[config.mk]
export PLATFORM = sky130hd
export DESIGN_NAME = shift_sequencer
export DESIGN_NICKNAME = d
export VERILOG_FILES = /design/src/rtl/shift_sequencer.sv
export SDC_FILE = /design/constraint.sdc
export NUM_CORES = 1
export LEC_CHECK = 0
export BUFFER_PORTS_ARGS = -buffer_cell sky130_fd_sc_hd__buf_2
export CORE_MARGIN = 10
export CORE_UTILIZATION = 52
export DETAILED_ROUTE_END_ITERATION = 16
export GPL_TIMING_DRIVEN = 0
export PLACE_DENSITY = 0.88
export SLEW_MARGIN = 0
export SYNTH_ARGS = -nofsm -noshare
export SYNTH_HDL_FRONTEND = slang
export SYNTH_SLANG_ARGS = --single-unit
[constraint.sdc]
create_clock -name clock -period 2.79 [get_ports clock]
set_clock_uncertainty 0.15 [all_clocks]
set_input_delay 0.279 -clock clock [delete_from_list [all_inputs] [get_ports clock]]
set_output_delay 0.279 -clock clock [all_outputs]
set_load 0.02 [all_outputs]
[src/rtl/shift_sequencer.sv]
// Control stage for an external 8-bit load/rotate/arithmetic-shift register: runs exactly N steps per command.
// Define PRESCALE_EN to space steps DIV clocks apart (visible stepping on board LEDs).
//
// state    | meaning
// ST_IDLE  | register held by reloading shadow; waiting for start
// ST_SYNC  | one cycle; register loads the freshly latched shadow
// ST_SHIFT | step on tick, reload shadow (hold) otherwise
// ST_DONE  | one-cycle done pulse, then back to idle
module shift_sequencer #(
    parameter int WIDTH = 8,
    parameter int CNT_W = 4,
    parameter int DIV   = 50000000
) (
    input  logic             clock,
    input  logic             reset,
    input  logic             start,
    input  logic [WIDTH-1:0] din,
    input  logic             dir_right,
    input  logic             arith,
    input  logic [CNT_W-1:0] count,
    output logic             ParallelLoadn,
    output logic             RotateRight,
    output logic             ASRight,
    output logic [WIDTH-1:0] Data_OUT,
    output logic             busy,
    output logic             done,
    output logic [WIDTH-1:0] shadow_q
);

    localparam logic [1:0] ST_IDLE  = 2'd0;
    localparam logic [1:0] ST_SYNC  = 2'd1;
    localparam logic [1:0] ST_SHIFT = 2'd2;
    localparam logic [1:0] ST_DONE  = 2'd3;

    logic [1:0]       state;
    logic [1:0]       state_nxt;
    logic [WIDTH-1:0] shadow;
    logic [WIDTH-1:0] shadow_nxt;
    logic [WIDTH-1:0] shadow_step;
    logic [CNT_W-1:0] cnt;
    logic [CNT_W-1:0] cnt_nxt;
    logic             dir_q;
    logic             arith_q;
    logic             tick;
    logic             step;
    logic             accept;

    generate
        if (DIV < 1) begin : g_div_check
            $error("shift_sequencer: DIV must be at least 1");
        end
    endgenerate

`ifdef PRESCALE_EN
    localparam int              PS_W    = (DIV > 1) ? $clog2(DIV) : 1;
    localparam logic [PS_W-1:0] PS_LAST = PS_W'(DIV - 1);

    logic [PS_W-1:0] ps_cnt;

    // Held at zero outside SHIFT so the first step lands DIV cycles after entry.
    always_ff @(posedge clock or posedge reset) begin
        if (reset) begin
            ps_cnt <= '0;
        end else if (state != ST_SHIFT) begin
            ps_cnt <= '0;
        end else if (ps_cnt == PS_LAST) begin
            ps_cnt <= '0;
        end else begin
            ps_cnt <= ps_cnt + PS_W'(1);
        end
    end

    assign tick = (ps_cnt == PS_LAST);
`else
    assign tick = 1'b1;
`endif

    assign step   = (state == ST_SHIFT) && tick;
    assign accept = (state == ST_IDLE) && start;

    // Mirrors what the external register does when ParallelLoadn is high.
    always_comb begin
        if (!dir_q) begin
            shadow_step = {shadow[WIDTH-2:0], shadow[WIDTH-1]};
        end else if (arith_q) begin
            shadow_step = {shadow[WIDTH-1], shadow[WIDTH-1:1]};
        end else begin
            shadow_step = {shadow[0], shadow[WIDTH-1:1]};
        end
    end

    always_comb begin
        state_nxt  = state;
        shadow_nxt = shadow;
        cnt_nxt    = cnt;
        case (state)
            ST_IDLE: begin
                if (start) begin
                    state_nxt  = ST_SYNC;
                    shadow_nxt = din;
                    cnt_nxt    = count;
                end
            end
            ST_SYNC: begin
                state_nxt = (cnt != '0) ? ST_SHIFT : ST_DONE;
            end
            ST_SHIFT: begin
                if (tick) begin
                    shadow_nxt = shadow_step;
                    cnt_nxt    = (cnt != '0) ? cnt - CNT_W'(1) : '0;
                    if (cnt <= CNT_W'(1)) begin
                        state_nxt = ST_DONE;
                    end
                end
            end
            ST_DONE: begin
                state_nxt = ST_IDLE;
            end
            default: begin
                state_nxt = ST_IDLE;
            end
        endcase
    end

    always_ff @(posedge clock or posedge reset) begin
        if (reset) begin
            state  <= ST_IDLE;
            shadow <= '0;
            cnt    <= '0;
        end else begin
            state  <= state_nxt;
            shadow <= shadow_nxt;
            cnt    <= cnt_nxt;
        end
    end

    always_ff @(posedge clock or posedge reset) begin
        if (reset) begin
            dir_q   <= 1'b0;
            arith_q <= 1'b0;
        end else if (accept) begin
            dir_q   <= dir_right;
            arith_q <= arith;
        end
    end

    // The register has no enable: every non-step cycle reloads the shadow so Q holds.
    assign ParallelLoadn = step;
    assign RotateRight   = (state != ST_IDLE) && dir_q;
    assign ASRight       = (state != ST_IDLE) && dir_q && arith_q;
    assign Data_OUT      = shadow;
    assign busy          = (state != ST_IDLE);
    assign done          = (state == ST_DONE);
    assign shadow_q      = shadow;

endmodule

### Word-level counts from Yosys, hierarchy flattened

Cells that the tools add are included.

| operators by class | value |
|---|---|
| equality and inequality tests | 6 |
| reduce and logical (&&, ||, !) cells | 10 |
| multiplexer cells | 11 |
| add/subtract/negate cells | 1 |
| magnitude comparators | 1 |

Operator list:

| cell | count |
|---|---|
| $mux W8 | 3 |
| $pmux W8 S2 | 1 |
| $mux W4 | 2 |
| $pmux W2 S4 | 1 |
| $pmux W4 S2 | 1 |
| $eq A2 B2 Y1 const B | 2 |
| $le A4 B1 Y1 const B | 1 |
| $mux W2 | 2 |
| $reduce_and A2 Y1 | 2 |
| $reduce_bool A2 Y1 | 2 |
| $reduce_bool A4 Y1 | 1 |
| $sub A4 B1 Y4 const B | 1 |
| $logic_and A1 B1 Y1 | 3 |
| $ne A3 B3 Y1 const B | 1 |
| $reduce_and A3 Y1 | 1 |
| $eq A2 B1 Y1 const B | 1 |
| $logic_not A2 Y1 | 1 |
| $ne A2 B1 Y1 const B | 1 |
| $ne A2 B2 Y1 const B | 1 |
| $mux W1 | 1 |

| storage, ports and cells | value |
|---|---|
| output and inout port bits | 21 |
| register bits after elaboration | 16 |
| logic and storage cells | 35 |
| bits of input ports | 17 |

### Logic depth before layout (Yosys ltp)

Gate-level depths: netlist of the first run.

| depth | value |
|---|---|
| word-level depth | 3 |
| depth in mapped cells | 7 |
| gate-level depth less buffers | 5 |

### Least setup slack after synthesis of the first run

Ideal clock, no wire load.

| path | value |
|---|---|
| path type | flip-flop to flip-flop |
| start | register state[0] |
| end | register cnt[1] |
| required time | 2.514 ns |
| setup slack | 0.909 ns |
| path buffers | 2 |
| clock period less this slack | 1.881 ns |
| arrival time | 1.605 ns |
| setup time | 0.126 ns |
| cell stages (with the launch flop) | 8 |
| cells stage by stage | dfrtp_1 -> inv_1 -> ha_1 -> buf_6 -> mux2i_2 -> buf_6 -> nor3b_1 -> a221o_1 |

| on the way | value |
|---|---|
| word-level cells in the longest chain between the ends | 3 |
| elaborated cells on any way between the ends | 6 |
| those cells by class | eq/ne (2); mux (1); reduce/logical (3) |

RTL lines:

| item | RTL line | text |
|---|---|---|
| from (decl) | 35 | `logic [1:0] state;` |
| from (signal assigned) | 131 | `state <= state_nxt;` |
| $eq A2 B2 Y1 * | - |  |
| net ParallelLoadn | 21 | `output logic ParallelLoadn,` |
| $reduce_bool A2 Y1 (no source line) | - |  |
| $reduce_and A2 Y1 (no source line) | - |  |
| to (signal assigned) | 133 | `cnt <= cnt_nxt;` |
| to (decl) | 40 | `logic [CNT_W-1:0] cnt;` |

Mark *: on every way through the listed nets, which the timed path passes. The rest lies on a longest branch.
A chain may end at the register's enable or synchronous reset.

### Worst setup path in the final report of the first run

| path | value |
|---|---|
| start | register state[0] |
| end | register cnt[2] |

| on the way | value |
|---|---|
| word-level cells in the longest chain between the ends | 3 |
| elaborated cells on any way between the ends | 6 |
| those cells by class | eq/ne (2); mux (1); reduce/logical (3) |

RTL lines:

| item | RTL line | text |
|---|---|---|
| $eq A2 B2 Y1 / $logic_not A2 Y1 (equally long branches) | 96 | `case (state)` |
| $reduce_bool A2 Y1 (no source line) / $ne A2 B2 Y1 (equally long branches) | - |  |
| $reduce_and A2 Y1 (no source line) | - |  |

Several ways; a longest one is shown, not always the timed one.

==> flow_summary.ini, run 1 <==
[logic_synthesis]
ys_ff_latch = 16
yosysTopAreaCell = dfrtp_1
syn-num-nets = 128
yosysSeqAreaShare = 0.377
syn_area_um2 = 1060
avgSynthCellArea_um2 = 10.0
async_flop_share = 1.00
synth_flop_cell = dfrtp_1
synth_edf_count = 0
synth_top_area_frac = 0.377
ys_top_cells_by_count = 16 x dfrtp_1, 9 x nor2_1, 8 x a21o_1, 8 x buf_4, 8 x mux2i_1
yosys_warnings = 0
yosys-top-cells-area = dfrtp_1 38%, mux2i_1 7.5%, ha_1 5.9%
yosysMostFrequentCell = dfrtp_1
synth_cell_types = 32
postSynthCellCount = 106

[placement]
placed_area_um2 = 1280
place_congestion = 0.773
portBuffers = 37
dp_hpwl_mm = 2.15

[route]
wl_per_cell_um = 15.7
totalWireLength_mm = 2.74
drtPass1Iterations = 4
drt-met1-wl_mm = 1.13
wl_met3_um = 157
vias_per_cell = 5.53
drc = 0
dr_wl_met2_mm = 1.40
drt_iter0_drc = 38
via_count = 968
antenna_left = 0
routed.top_layer = met4

[sta]
worst_slew_pin_slew_ns = 0.633
rsz0062_at_grt = false
post-route-min-period_ns = 2.05
setup_viol = 0
fmax_mhz = 488
fin_tns_setup_ns = 0
timing.final.crit_share = 0.735
finalMaxSlewViolations = 0
finalHoldViolCount = 0
slew-limit-headroom = 0.577

[global_routing]
grt_use_total = 0.132
grt_pass1_wl_mm = 4.62
antenna_found_initial = 0
grt_overflow = 0
grt_pass1_vias = 1032
grt_start_max_net_pins = 17

[cells_and_area]
drive_gt1_frac = 0.412
finalNetCount = 171
final_area_um2 = 1330
n_antenna_cell = 0
area_delta_synth_final_pct = 25.0

[clock_tree]
cts_tree = yes
cts_root_buf = clkbuf_4
cts_max_level = 1
cts_sinks = 16
post_cts_buffers = 0
clk_pin_slew_worst_paths_ns = 0.10
clk_latency_ns = 0.29
clockBufferDepth = 2
numCtsBuffers = 3

[floorplan]
rows = 16
die_area_um2 = 4250
fp.dieH_um = 65.2
ios = 38
coreArea_um2 = 1940
start_util = 0.547
fp.dieW_um = 65.2

[critical_path]
crit_type = reg -> reg
worstPathCellList = inv_1 > ha_1 > mux2i_2 > buf_6 > nor3b_1 > a221o_1
ff2ff_setup_slack_ns = 0.74
slowest_delay_ns = 0.42
slowest_stage = dfrtp_1
required_ns = 2.82
startpoint_type = register
critPathMaxFanout = 10
path_delay_family = flip-flops
arrival_ns = 2.08
crit_buf_inv = 2
endpoint_kind = register

[worst_hold_path]
hp-class = in -> reg

[power]
power_density_nw_per_um2 = 1430
total_leakage_power_nw = 0.708
ir_drop_mv = 0.874

[job]
cap_violations = 0

[run_status]
status = complete, no violations
kinds of logic after synthesis:
group	count (synthesis)	share of synthesized area
AOI/OAI and AO/OA	30	0.207
and+or+nand+nor	22	0.111
buffers and inverters	20	0.115
DFF	16	0.377
muxes	13	0.131
adders and majority gates	5	0.0589
worst reg2reg max path: cells and delay by family, from the launching register on:
family                   cells  cell delay, ns
AND/OR/NAND/NOR              1            0.06
AO/OA/AOI/OAI                1            0.28
flip-flops                   1            0.42
buffers and inverters        2            0.35
adder cells (fa/ha/maj)      1            0.31
multiplexers                 1            0.40
where the power goes:
| group | switching (mW) | internal, mW | leakage [nW] |
|---|---|---|---|
| combinational | 0.680 | 0.554 | 0.494 |
| clock | 0.0780 | 0.0794 | 0.0210 |
| sequential | 0.148 | 0.355 | 0.193 |
metal layers:
metal / vias to the layer above / GRT usage
met5: - / 0
met4: 0 / 0.0481
met3: 6 / 0.0390
met2: 37 / 0.238
met1: 466 / 0.141
li1: 459 / -
path summary, 6_finish.rpt:
kind,from,endpoint,depth (start not counted)
hold / removal,dir_right,dir_q,2
hold reg to reg,arith_q,arith_q,1
setup reg to reg,state[0],cnt[2],6
max in group asynchronous,reset,cnt[3],3
setup / recovery,state[0],cnt[2],6
min in group asynchronous,reset,state[0],3
flip-flops by register name, summed over array words and instances, names as in the netlist:
| register | cells |
|---|---|
| Data_OUT | 8 |
| cnt | 4 |
| state | 2 |
| arith_q | 1 |
| dir_q | 1 |
cells in the final DEF (no fill, tap or decap), types with 5 or more instances in the layout:
master and n:
a211oi_1 7, buf_2 39, nor2_1 9, ha_1 5
mux2i_1 8, buf_4 8, inv_1 6, dfrtp_1 16
a21o_1 8
stage by stage:
stage / instances / hold WS [ns] / setup slack (ns) / power [mW] / util
floorplan: 106 / 0.0427 / 0.909 / 1.41 / -
global placement: 170 / 0.231 / 0.818 / 1.69 / 0.660
detailed placement: 170 / 0.239 / 0.738 / 1.74 / 0.660
CTS: 175 / 0.0655 / 0.722 / 1.90 / 0.684
global route: 175 / 0.0672 / 0.578 / 2.04 / 0.684
finish: 175 / 0.0719 / 0.739 / 1.89 / 0.684
cell type report:
class | count | area [µm²]
multi-input cells | 70 | 539
plain buffers | 14 | 100
well taps | 27 | 33.8
inverters | 6 | 22.5
flip-flops and latches | 16 | 400
repair buffers | 38 | 195
fillers | 172 | 614
clock buffers | 4 | 36.3
repair_timing:
item	in CTS	in global routing
endpoints found under the hold margin	16	0
gates resized for setup	0	0
endpoints found under the setup margin	0	0
hold buffers	1	0
Note: power is estimated with default switching activity, not from simulation.
==> run 2, diff against run 1 <==
ABC_AREA = 1   (was not set)
CORE_UTILIZATION = 44   (was 52)
PLACE_DENSITY = 0.8   (was 0.88)
clock period = 1.64 ns   (was 2.79 ns; I/O delays follow)
==> run 2 against run 1 <==
  * The run now ends with setup timing left
  * First-iteration DRC count grew to 2.5 times the previous value
  * Final area grew 20%
  * Flip-flop and latch count is the same
  * Largest cell class unchanged
==> flow_summary.ini, run 2 <==
[cells_and_area]
nFillCells = 167
utilization = 0.701
largest_register_ffs = 8
final_common_cell = nand2_1
multi_input_area_um2 = 571
final_area_um2 = 1600
drive_gt1_frac = 0.373
layout_common_cells = 51 x nand2_1, 33 x buf_2, 21 x buf_4
finalNetCount = 233
regArea_um2 = 400
area_delta_synth_final_pct = 48.6
stdcell_count = 238

[placement]
placed_area_um2 = 1310
place_congestion = 0.789
place_ws_ns = -0.168
dp_cells = 213
portBuffers = 37
dp_hpwl_mm = 2.20

[logic_synthesis]
yosys-top-cells-area = dfrtp_1 37%, nand2_1 18%, buf_4 7.0%
yosysTopAreaCell = dfrtp_1
yosys.area_share.xor_xnor = 0
synth_edf_count = 0
avgSynthCellArea_um2 = 7.25
ys_top_cells_by_count = 52 x nand2_1, 16 x dfrtp_1, 13 x inv_1
synth-compound-area-share = 0.150
syn_area_um2 = 1070
synth-simple-area-share = 0.276
ys_ff_latch = 16
synth_top_family_by_area = simple AND/OR/NAND/NOR gates
synthMuxAreaShare = 0
synth_flop_cell = dfrtp_1
async_flop_share = 1.00
synth_top_area_frac = 0.373
yosysMostFrequentCell = nand2_1
synthAdderAreaFrac = 0.0583
yosys_warnings = 0
postSynthCellCount = 148
syn-num-nets = 170
yosysSeqAreaShare = 0.373
synth_cell_types = 21

[sta]
post-route-worst-setup-slack_ns = -0.00924
worst_slew_pin_slew_ns = 0.664
rsz0062_at_grt = true
post-route-min-period_ns = 1.65
finalMaxSlewViolations = 0
slew-limit-headroom = 0.557
timing.final.crit_share = 1.01
fmax_mhz = 606
fin_tns_setup_ns = -0.00924
finalHoldViolCount = 0
setup_viol = 1
hold_ws_ns = 0.0163

[clock_tree]
cts_max_level = 1
clockBufferDepth = 2
cts_root_buf = clkbuf_4
clk_latency_ns = 0.28
cts_tree = yes
cts_sinks = 16
clk_pin_slew_worst_paths_ns = 0.09
numCtsBuffers = 3

[power]
power_frac_clock = 0.059
pwr-share-seq = 0.217
ir_drop_mv = 1.57
total_leakage_power_nw = 0.857
p_total_mw = 3.55
power_density_nw_per_um2 = 2230
p_int_mw = 1.80
combPwrFrac = 0.724
p_sw_frac = 0.495
p_switching_mw = 1.76

[global_routing]
grt_pass1_wl_mm = 5.66
grt_pass1_vias = 1236
grt_overflow = 0
grt_start_max_net_pins = 17
grt_use_total = 0.136
antenna_found_initial = 1

[route]
vias_per_cell = 5.16
via_count = 1227
drt_iter0_drc = 96
wl_per_cell_um = 14.3
drc = 0
antenna_left = 0
totalWireLength_mm = 3.41
drtPass1Iterations = 4

[floorplan]
rows = 17
fp.dieW_um = 69.4
die_area_um2 = 4820
start_util = 0.472
coreArea_um2 = 2280
fp.dieH_um = 69.4
ios = 38

[critical_path]
slowest_stage = dfrtp_1
endpoint_kind = primary output
startpoint_type = register
required_ns = 1.33
worstPathCellList = inv_2 > buf_12 > ha_4 > inv_1 > buf_6
crit_type = reg -> out
critPathMaxFanout = 7
slowest_delay_ns = 0.41
arrival_ns = 1.34

[run_status]
status = finished with violations
violations = setup timing

[worst_hold_path]
hp-class = in -> reg

[job]
cap_violations = 0
-- run 2: cell count changes in the layout (fill, tap and decap cells not counted), sizes merged, moves of 9 or more --
| cell | delta |
|---|---|
| buf | +11 |
| dlygate4sd3 | +9 |
| mux2i | -9 |
| nand3 | +11 |
| nand2 | +51 |
| o21ai | +11 |
-- run 2: layer usage --
| metal | global-route usage | share of wire | routed length [µm] |
|---|---|---|---|
| met4 | 0.0599 | 0.021 | 73 |
| met5 | 0 | 0 | 0 |
| met1 | 0.149 | 0.40 | 1350 |
| met2 | 0.234 | 0.51 | 1740 |
| met3 | 0.0414 | 0.073 | 249 |
-- run 2: cells by family (layout without fill, tap and decap cells) --
logic type	after synthesis	after routing
compound gates	25	25
fa+ha+maj	5	5
buf+inv	28	89
flops	16	16
other cells	0	1
simple gates	74	74
-- run 2: worst max-delay path, delay by kind of cell (launching register included) --
family	cells	cell delay [ns]
buffers and inverters	4	0.45
adder cells (fa/ha/maj)	1	0.19
flip-flops	1	0.41
-- run 2: path summary, 6_finish.rpt --
path	startpoint	endpoint	slack (ns)	cells after the start
setup / recovery	state[0]	busy	-0.009	5
hold / removal	din[6]	Data_OUT[6]	0.02	3
setup reg to reg	state[1]	cnt[3]	0.03	7
hold reg to reg	arith_q	arith_q	0.34	2
max in group asynchronous	reset	state[1]	0.55	3
min in group asynchronous	reset	cnt[0]	0.37	3
-- run 2: power by group through the flow --
stage	clock (mW)	combinational [mW]	sequential [mW]
2_1_floorplan	0	1.42	0.877
3_3_place_gp	0	1.98	0.785
3_5_place_dp	0	2.03	0.799
4_1_cts	0.211	2.29	0.768
5_1_grt	0.228	2.84	0.808
6_report	0.210	2.57	0.771
-- run 2: area by class of cell --
class / instances / share of cell area
Sequential cell: 16 / 0.251
Antenna cell: 1 / 0.00157
Clock buffer: 3 / 0.0141
Buffer: 11 / 0.0541
Multi-Input combinational cell: 104 / 0.358
Inverter: 15 / 0.0361
Tap cell: 28 / 0.0220
Timing Repair Buffer: 60 / 0.264
-- run 2: timing repair --
| action | in CTS | in global routing |
|---|---|---|
| setup endpoints to repair | 16 | 13 |
| endpoints found under the hold margin | 25 | 0 |
| cloned | 1 | 0 |
| pin swaps | 1 | 2 |
| hold buffers | 10 | 0 |
| buffers inserted | 5 | 7 |
| resized for setup | 6 | 16 |
==> run 3, diff against run 2 <==
TNS_END_PERCENT = 50   (was not set)
==> run 3 against run 2 <==
  * The flow still finishes with violations (setup timing)
  * Critical path depth is 2 higher
  * First-iteration DRC count is 4.2% higher
  * Clock power is 2% higher
  * Sequential power hardly changed
  * Largest power group unchanged
  * Routed wire length is 0.50% higher
  * Sequential share of layout area is 0.24 points higher
  * Non-clock buffer count stayed put
  * Flip-flop and latch count stayed put
  * Utilization is 0.66 points lower
==> flow_summary.ini, run 3 (same netlist as run 2, synthesis figures left out) <==
[critical_path]
crit_type = reg -> reg
required_ns = 1.67
arrival_ns = 1.67
ff2ff_setup_slack_ns = -0.003
rr_endpoint = cnt[3]
endpoint_kind = register
r2r_start = state[0]
r2r.worst_path.cells = 7
startpoint_type = register
critPathMaxFanout = 7

[clock_tree]
numCtsBuffers = 3
cts_root_buf = clkbuf_4
clockBufferDepth = 2
cts_sinks = 16
cts_max_level = 1
clk_pin_slew_worst_paths_ns = 0.10
cts_tree = yes
clk_latency_ns = 0.29

[sta]
finalHoldViolCount = 0
post-route-min-period_ns = 1.64
setup_viol = 1
worst_slew_pin_slew_ns = 0.656
finalMaxSlewViolations = 0
rsz0062_at_grt = true
hold_ws_ns = 0.0111
timing.final.crit_share = 1.00
fmax_mhz = 609
post-route-worst-setup-slack_ns = -0.00267
slew-limit-headroom = 0.562

[power]
total_leakage_power_nw = 0.855
p_int_mw = 1.77
ir_drop_mv = 1.65
pwr-share-seq = 0.219
p_sw_frac = 0.497
power_density_nw_per_um2 = 2230
p_switching_mw = 1.75
combPwrFrac = 0.720
power_frac_clock = 0.061

[cells_and_area]
largest_register_ffs = 8
regArea_um2 = 400
drive_gt1_frac = 0.364
layout_common_cells = 52 x nand2_1, 34 x buf_2, 20 x buf_4
area_delta_synth_final_pct = 47.2
multi_input_area_um2 = 558
utilization = 0.694
nFillCells = 166
finalNetCount = 233
final_common_cell = nand2_1

[route]
via_count = 1213
wl_per_cell_um = 14.4
totalWireLength_mm = 3.43
drtPass1Iterations = 4
antenna_left = 0
drt_iter0_drc = 100
drc = 0
vias_per_cell = 5.10

[global_routing]
grt_use_total = 0.136
antenna_found_initial = 1
grt_overflow = 0
grt_pass1_wl_mm = 5.66
grt_pass1_vias = 1236
grt_start_max_net_pins = 17

[floorplan]
fp.dieW_um = 69.4
coreArea_um2 = 2280
start_util = 0.472
fp.dieH_um = 69.4
rows = 17
ios = 38
die_area_um2 = 4820

[worst_hold_path]
hp-start = din[6]
hp-class = in -> reg
worst_hold_path.endpoint = Data_OUT[6]
hold_depth = 3

[placement]
dp_hpwl_mm = 2.20
portBuffers = 37
place_congestion = 0.789

[run_status]
status = finished with violations
violations = setup timing

[job]
cap_violations = 0
run 3: cell counts in the layout (fill, tap and decap cells not counted):
Identical to the previous run, type by type.
run 3: through the flow:
step | instance area, µm² | setup WS (ns) | power (mW) | TNS, ns | std cells
2_1_floorplan | 1090 | 0.0260 | 2.30 | 0 | 148
5_1_grt | 1580 | -0.0575 | 3.84 | -0.246 | 238
6_report | 1580 | -0.00267 | 3.52 | -0.00267 | 238
4_1_cts | 1500 | 0.0121 | 3.27 | 0 | 231
3_3_place_gp | 1310 | -0.0992 | 2.76 | -0.906 | 213
3_5_place_dp | 1310 | -0.168 | 2.83 | -1.45 | 213
run 3: power groups by stage:
stage                     Sequential [mW]  Combinational, mW  Clock (mW)
after floorplan                     0.877               1.42           0
after global placement              0.785               1.98           0
after detailed placement            0.799               2.03           0
after CTS                           0.768               2.29       0.211
after global routing                0.805               2.81       0.227
final                               0.772               2.53       0.214
run 3: layout make-up:
class | instances | share of cell area
multi-input combinational | 104 | 0.353
timing repair buffer | 59 | 0.261
sequential | 16 | 0.253
buffer | 12 | 0.0578
inverter | 15 | 0.0364
tap | 28 | 0.0222
clock buffer | 3 | 0.0143
antenna | 1 | 0.00158
run 3: how the worst max path moves through the flow:
| stage | startpoint | to | slack, ns | cells past startpoint |
|---|---|---|---|---|
| floorplan | state[1] | Data_OUT[6] | 0.03 | 7 |
| global placement | state[1] | Data_OUT[6] | -0.1 | 7 |
| detailed placement | state[1] | Data_OUT[6] | -0.17 | 7 |
| CTS | state[0] | ASRight | 0.01 | 5 |
| global route | state[0] | cnt[3] | -0.06 | 7 |
| finish | state[0] | cnt[3] | -0.003 | 7 |
run 3: critical path: stages (launching register included):
cell and delay (ns):
dfrtp_1 0.38, inv_2 0.08, buf_12 0.12, ha_4 0.19
nand2_1 0.18, o21ai_2 0.15, o21ai_0 0.20, nand2_1 0.08
run 3: repair_timing:
action / in CTS / in global routing
pin swaps: 1 / 2
hold endpoints to repair: 25 / 0
gates resized for setup: 6 / 13
endpoints found under the setup margin: 16 / 13
setup buffers: 5 / 6
hold buffers: 10 / 0
gates cloned: 1 / 0
run 3: metal layers:
metal	GRT usage	wire length [µm]
met5	0	0
met2	0.234	1780
met1	0.149	1360
met3	0.0414	257
met4	0.0599	29
